File: src/rtl/hazard_forward_unit.sv
// Operand bypass from EX/MEM/WB and a short retired-write history onto the ID read ports.
// Also raises a load-use stall of LOAD_LAT cycles and keeps a saturating count of stalled cycles.
module hazard_forward_unit #(
   parameter int XLEN       = 32,
   parameter int NPORT      = 2,
   parameter int HIST_DEPTH = 2,
   parameter int LOAD_LAT   = 1
) (
   input  logic                    clk,
   input  logic                    rst_n,
   input  logic [NPORT*5-1:0]      rd_addr,
   input  logic [NPORT*XLEN-1:0]   rf_data,
   output logic [NPORT*XLEN-1:0]   fwd_data,
   input  logic                    ex_valid,
   input  logic                    ex_we,
   input  logic                    ex_is_load,
   input  logic [4:0]              ex_waddr,
   input  logic [XLEN-1:0]         ex_wdata,
   input  logic                    mem_valid,
   input  logic                    mem_we,
   input  logic [4:0]              mem_waddr,
   input  logic [XLEN-1:0]         mem_wdata,
   input  logic                    wb_valid,
   input  logic                    wb_we,
   input  logic [4:0]              wb_waddr,
   input  logic [XLEN-1:0]         wb_wdata,
   input  logic                    flush,
   output logic                    stall,
   output logic [31:0]             stall_cycles
);

   localparam int         HD       = (HIST_DEPTH > 0) ? HIST_DEPTH : 1;
   localparam logic [1:0] CNT_INIT = 2'(LOAD_LAT - 1);

   logic            ex_fwd;
   logic            ex_ld;
   logic            mem_wr;
   logic            wb_wr;
   logic            any_ld_match;
   logic            ld_hit;
   logic [1:0]      cnt;

   logic [HD-1:0]   h_v;
   logic [4:0]      h_a [HD];
   logic [XLEN-1:0] h_d [HD];

   assign ex_fwd = ex_valid & ex_we & ~ex_is_load & (ex_waddr != 5'd0);
   assign ex_ld  = ex_valid & ex_we &  ex_is_load & (ex_waddr != 5'd0);
   assign mem_wr = mem_valid & mem_we & (mem_waddr != 5'd0);
   assign wb_wr  = wb_valid & wb_we & (wb_waddr != 5'd0);

   // Retired writes are architectural state, so flush leaves the history alone.
   generate
      if (HIST_DEPTH > 0) begin : g_hist
         always_ff @(posedge clk or negedge rst_n) begin
            if (!rst_n) begin
               h_v <= '0;
               for (int i = 0; i < HD; i++) begin
                  h_a[i] <= '0;
                  h_d[i] <= '0;
               end
            end else if (wb_wr) begin
               h_v[0] <= 1'b1;
               h_a[0] <= wb_waddr;
               h_d[0] <= wb_wdata;
               for (int i = 1; i < HD; i++) begin
                  h_v[i] <= h_v[i-1];
                  h_a[i] <= h_a[i-1];
                  h_d[i] <= h_d[i-1];
               end
            end
         end
      end else begin : g_no_hist
         assign h_v    = '0;
         assign h_a[0] = '0;
         assign h_d[0] = '0;
      end
   endgenerate

   always_comb begin
      logic [4:0] a;
      a        = '0;
      fwd_data = rf_data;
      for (int p = 0; p < NPORT; p++) begin
         a = rd_addr[5*p +: 5];
         if (a != 5'd0) begin
            if (ex_fwd && ex_waddr == a) begin
               fwd_data[XLEN*p +: XLEN] = ex_wdata;
            end else if (mem_wr && mem_waddr == a) begin
               fwd_data[XLEN*p +: XLEN] = mem_wdata;
            end else if (wb_wr && wb_waddr == a) begin
               fwd_data[XLEN*p +: XLEN] = wb_wdata;
            end else begin
               // Walk oldest to newest so the newest matching entry wins.
               for (int i = HIST_DEPTH - 1; i >= 0; i--) begin
                  if (h_v[i] && h_a[i] == a) begin
                     fwd_data[XLEN*p +: XLEN] = h_d[i];
                  end
               end
            end
         end
      end
   end

   always_comb begin
      any_ld_match = 1'b0;
      for (int p = 0; p < NPORT; p++) begin
         if (rd_addr[5*p +: 5] == ex_waddr) begin
            any_ld_match = 1'b1;
         end
      end
   end

   assign ld_hit = ex_ld & any_ld_match & ~flush;

   // First stall cycle is combinational; cnt covers the remaining LOAD_LAT-1 cycles.
   assign stall = rst_n & ~flush & ((cnt != 2'd0) | ld_hit);

   always_ff @(posedge clk or negedge rst_n) begin
      if (!rst_n) begin
         cnt <= 2'd0;
      end else if (flush) begin
         cnt <= 2'd0;
      end else if (cnt != 2'd0) begin
         cnt <= cnt - 2'd1;
      end else if (ld_hit) begin
         cnt <= CNT_INIT;
      end
   end

   always_ff @(posedge clk or negedge rst_n) begin
      if (!rst_n) begin
         stall_cycles <= '0;
      end else if (stall && stall_cycles != 32'hFFFF_FFFF) begin
         stall_cycles <= stall_cycles + 32'd1;
      end
   end

endmodule
File: config.mk
export PLATFORM = sky130hd
export DESIGN_NAME = hazard_forward_unit
export DESIGN_NICKNAME = d
export VERILOG_FILES = /design/src/rtl/hazard_forward_unit.sv
export SDC_FILE = /design/constraint.sdc
export NUM_CORES = 1
export LEC_CHECK = 0
export BUFFER_PORTS_ARGS = -buffer_cell sky130_fd_sc_hd__clkbuf_2
export CAP_MARGIN = 10
export CORE_UTILIZATION = 50
export CTS_CLUSTER_DIAMETER = 150
export DETAILED_ROUTE_END_ITERATION = 12
export PLACE_DENSITY = 0.89
export SYNTH_ARGS = -nofsm -noshare
export SYNTH_HDL_FRONTEND = slang
export SYNTH_SLANG_ARGS = --single-unit
File: constraint.sdc
create_clock -name clk -period 4.2 [get_ports clk]
set_clock_uncertainty 0.05 [all_clocks]
set_input_delay 1.26 -clock clk [delete_from_list [all_inputs] [get_ports clk]]
set_output_delay 1.26 -clock clk [all_outputs]
set_load 0.01 [all_outputs]
Word level (Yosys, flattened, before mapping) --
Cells that the tools add are included.
Operators by class: $mul 0, $add $sub $neg 2, divide/modulo/power cells 0, muxes and demuxes 17, shift-type cells 0, reduce and logical (&&, ||, !) cells 18, $lt $le $gt $ge 0, equal/unequal tests 13, bitwise logic cells 16
Operator list (number):
- $mux W32 | 12
- $eq A5 B5 Y1 | 12
- $add A32 B1 Y32 const B | 1
- $ne A32 B32 Y1 const B | 1
- $reduce_bool A5 Y1 | 5
- $and A1 B1 Y1 | 13
- $logic_and A1 B1 Y1 | 11
- $mux W2 | 3
- $reduce_bool A3 Y1 | 1
- $mux W1 | 2
- $not A1 Y1 | 2
- $reduce_bool A2 Y1 | 1
- $sub A2 B1 Y2 const B | 1
- $or A1 B1 Y1 | 1
Storage, ports and cells: bits in registers 110, output and inout bits 97, memory bits (read-only) 0, logic and storage cells 73, memories kept 0, bits in latches 0, bits of input ports 195, bits in writable memories 0

Logic depth before layout (Yosys ltp) --
depth in word-level cells 8, mapped depth 11, depth with buffers taken out 7

Least setup slack after synthesis --
OpenSTA, ideal clock, no wires.
path kind input -> output, start point input mem_waddr[0], end point output fwd_data[40], stages 9, path buffers 3, arrival 2.910 ns, path slack -0.020 ns, required time 2.890 ns, cell sequence or3_1 -> o311a_1 -> and4_1 -> buf_2 -> nor2b_4 -> buf_6 -> buf_4 -> a22oi_1 -> a31oi_1
On the way: cells in the longest elaborated chain, start to end 6, elaborated cells between the ends (all ways) 7, classes of those cells eq/ne: 1; mux: 3; bitwise: 1; reduce/logical: 2
RTL lines:
- from (decl) | line 21 | input logic [4:0] mem_waddr,
- $reduce_bool A5 Y1 | line 49 | assign mem_wr = mem_valid & mem_we & (mem_waddr != 5'd0);
- $and A1 B1 Y1 | line 49
- $logic_and A1 B1 Y1 * | line 89 | end else if (mem_wr && mem_waddr == a) begin
- $mux W32 * | line 89
- $mux W32 * | line 87 | if (ex_fwd && ex_waddr == a) begin
- $mux W32 * | line 86 | if (a != 5'd0) begin
- to (decl) | line 13 | output logic [NPORT*XLEN-1:0] fwd_data,
Mark *: on every way between the ends. The rest lies on a longest branch, timed or not.

Final worst setup path --
start point input mem_waddr[0], end point output fwd_data[17]
Same word-level chain as after synthesis.

==> flow_summary_export.csv <==
group,metric,value,unit
placement,port_buffers,291,
logic_synthesis,async_flop_share,100.0,%
logic_synthesis,ys_warn_count,0,
die,die_h,130.9,µm
timing,slew_violations,0,
die,die-area,17120,µm²
route,vias_per_cell,6.689,
outcome,status,"finished with violations",
worst_setup_path,cp-start-kind,"input pin",
timing,fmax,0.2210,GHz
timing,rsz0062_at_grt,"true",
clock_network,clkSlewWorstSetupHoldPaths,0.09,ns
logic_synthesis,syn_inst,933,
worst_setup_path,criticalPathCategory,"in2out",
worst_setup_path,crit_arrival,3.21,ns
logic_synthesis,synth_seq_cells,110,
cells_and_area,finalInstanceArea,12150,µm²
global_routing,busiest_layer,"met2",
worst_setup_path,crit_path_end_kind,"output pin",
cells_and_area,synthToLayoutAreaGrowth,46.33,%
timing,layout_min_cycle_time,4.525,ns
clock_network,h-tree-depth,3,
route,wl_per_cell,23.92,µm
timing,period_share,107.7,%
logic_synthesis,yosysMostFrequentCell,"dfrtp_1",
clock_network,clk_latency,0.37,ns
global_routing,antenna_found_initial,2,
timing,setup_viol,64,
logic_synthesis,synth.yosys.seq_area_share,33.16,%
cells_and_area,final_layout_size_suffix_gt1_share,47.95,%
power,total_power,3.442,mW
route,drt_iter0_drc,932,
clock_network,cts.sinks,110,
route,drtPass1Iterations,6,
min_path,min_path_type,"reg2reg",
timing,worst_slack,-0.3248,ns
global_routing,globalRouteTotalUtil,37.42,%
logic_synthesis,synth_top_area_share,33.16,%
route,drc,0,
power,power_density,283.4,nW/µm²
timing,tightest_slew,1.007,ns
timing,relSlewSlack,32.87,%
global_routing,use_met3,9.976,%
worst_setup_path,crit_fanout,8,
job,cap_viol_max_count,0,
global_routing,grt_use_met1,42.84,%
global_routing,met2_usage,62.28,%
logic_synthesis,avgSynthCellArea,8.898,µm²
placement,gp_congestion,0.9166,
worst_setup_path,slowest_stage,"or3_1",
logic_synthesis,synth_common_cells,"dfrtp_1, nand2_1, mux2_2, a22oi_1, o22ai_1",
die,core-area,16060,µm²
power,ir_drop,0.2087,mV
clock_network,root_buffer,"clkbuf_16",
clock_network,cts_tree,"yes",
logic_synthesis,synth_cell_types,54,
worst_setup_path,critical_path_required,2.89,ns
global_routing,globalRoute.totalOverflow,0,
cells_and_area,layout.nets,1484,
power,p_leak,5.606,nW
route,totalWireLength,36.15,mm
clock_network,postCtsHoldBufs,0,
die,rows,46,
die,start_util,51.70,%
placement,dp_hpwl,23.46,mm
route,num_vias,10110,
timing,hold_viol,0,
clock_network,clk_path_buf_depth,2,
logic_synthesis,syn_area,8302,µm²
logic_synthesis,synthTopCellsByArea,"dfrtp_1, mux2_2, xnor2_1, a22oi_1, nand2_1",
logic_synthesis,synth_largest_area_cell,"dfrtp_1",
global_routing,grt_pass1_wl,48.23,mm
cells_and_area,utilization,75.65,%
worst_setup_path,critical_path.max_stage_delay,0.38,ns
die,die_width,130.9,µm
global_routing,grt_max_degree,73,
route,drt.antenna.violating_nets,0,
clock_network,cts_made_buffers,9,
logic_synthesis,synth_nets,1129,
global_routing,grt_pass1_vias,9238,
worst_setup_path,crit_chain,"buf_8 > or3_1 > o311a_1 > nand4_1 > or2b_4 > buf_12 > o221ai_4 > a21oi_2 > buf_2",
logic_synthesis,synth-edff-count,0,
die,io_pins,292,
outcome,violations,"setup timing",
placement,placed_area,10750,µm²
placement,place_ws,-0.3531,ns
logic_synthesis,synth_ff_type,"dfrtp_1",
routing by layer:
layer	part of all wire, %	up-vias
li1	-	4270
met1	34	4765
met2	47	826
met3	12	246
met4	6.7	0
met5	0	-
final cells by class:
type	count	area (µm²)
inverter	5	18.77
tap	216	270.3
sequential	110	2753
clock inverter	7	86.33
fill	1070	3910
timing repair buffer	430	3122
clock buffer	9	225.2
antenna	2	5.005
multi-input combinational	732	5668
report_power, final:
| part | total (mW) | internal [mW] | switching (mW) |
|---|---|---|---|
| Clock | 0.895 | 0.428 | 0.466 |
| Sequential | 1.36 | 1.21 | 0.151 |
| Combinational | 1.19 | 0.594 | 0.598 |
cells in the final DEF (no fill, tap or decap), drive strengths merged, types with 3 or more instances in the layout:
cell	instances
inv	8
o221ai	11
nand3	49
clkbuf	243
and4	5
xor2	26
nor2	32
nor4	7
nand2	103
mux2	75
nand4	18
mux2i	33
buf	195
clkinv	4
a31oi	52
a211oi	3
o21ai	17
xnor2	54
and3	4
dfrtp	110
o22ai	58
or3	4
a21oi	25
nor2b	3
o211ai	49
a22oi	61
nand2b	4
nor3	11
and2	8
and3b	4
worst max-delay path: cells and delay by family:
| kind | cells | cell delay, ns |
|---|---|---|
| simple gates | 3 | 0.92 |
| buf+inv | 3 | 0.42 |
| compound gates | 3 | 0.60 |
worst paths after layout:
| check | depth (start not counted) | end | slack, ns | from |
|---|---|---|---|---|
| min reg2reg | 1 | stall_cycles[31] | 0.46 | stall_cycles[31] |
| min in group asynchronous | 2 | stall_cycles[3] | 0.99 | rst_n |
| max in group asynchronous | 3 | h_d[54] | 1.84 | rst_n |
| max | 9 | fwd_data[17] | -0.32 | mem_waddr[0] |
| max reg2reg | 8 | stall_cycles[3] | 1.67 | stall_cycles[11] |
| min | 1 | stall_cycles[31] | 0.46 | stall_cycles[31] |
sequential cells by signal, indices dropped and copies added, names as in the netlist:
register	cells
cnt	2
h_a	10
h_d	64
h_v	2
stall_cycles	32
kinds of logic (layout without fill, tap and decap cells):
logic type / Yosys count / count (layout) / synth area share, %
AO/OA/AOI/OAI: 283 / 283 / 23.62
AND/OR/NAND/NOR: 260 / 260 / 15.39
flip-flops: 110 / 110 / 33.16
multiplexers: 108 / 108 / 14.15
buffers and inverters: 91 / 451 / 5.094
XOR/XNOR: 80 / 80 / 8.440
adder cells (fa/ha/maj): 1 / 1 / 0.1507
other: 0 / 2 / 0
metrics by stage:
stage / setup TNS, ns / std cells / hold WS (ns)
floorplan: -0.01339 / 933 / 0.3920
global placement: -15.57 / 1461 / 0.4084
detailed placement: -18.49 / 1461 / 0.4452
CTS: -13.61 / 1483 / 0.4546
global route: -19.76 / 1511 / 0.4823
finish: -15.77 / 1511 / 0.4632
timing repair:
action / in CTS / in global routing
setup buffers: 5 / 18
gates cloned: 1 / 9
endpoints found under the setup margin: 64 / 65
gates resized for setup: 32 / 173
pin swaps: 19 / 72
Note: power is estimated with default switching activity, not from simulation.
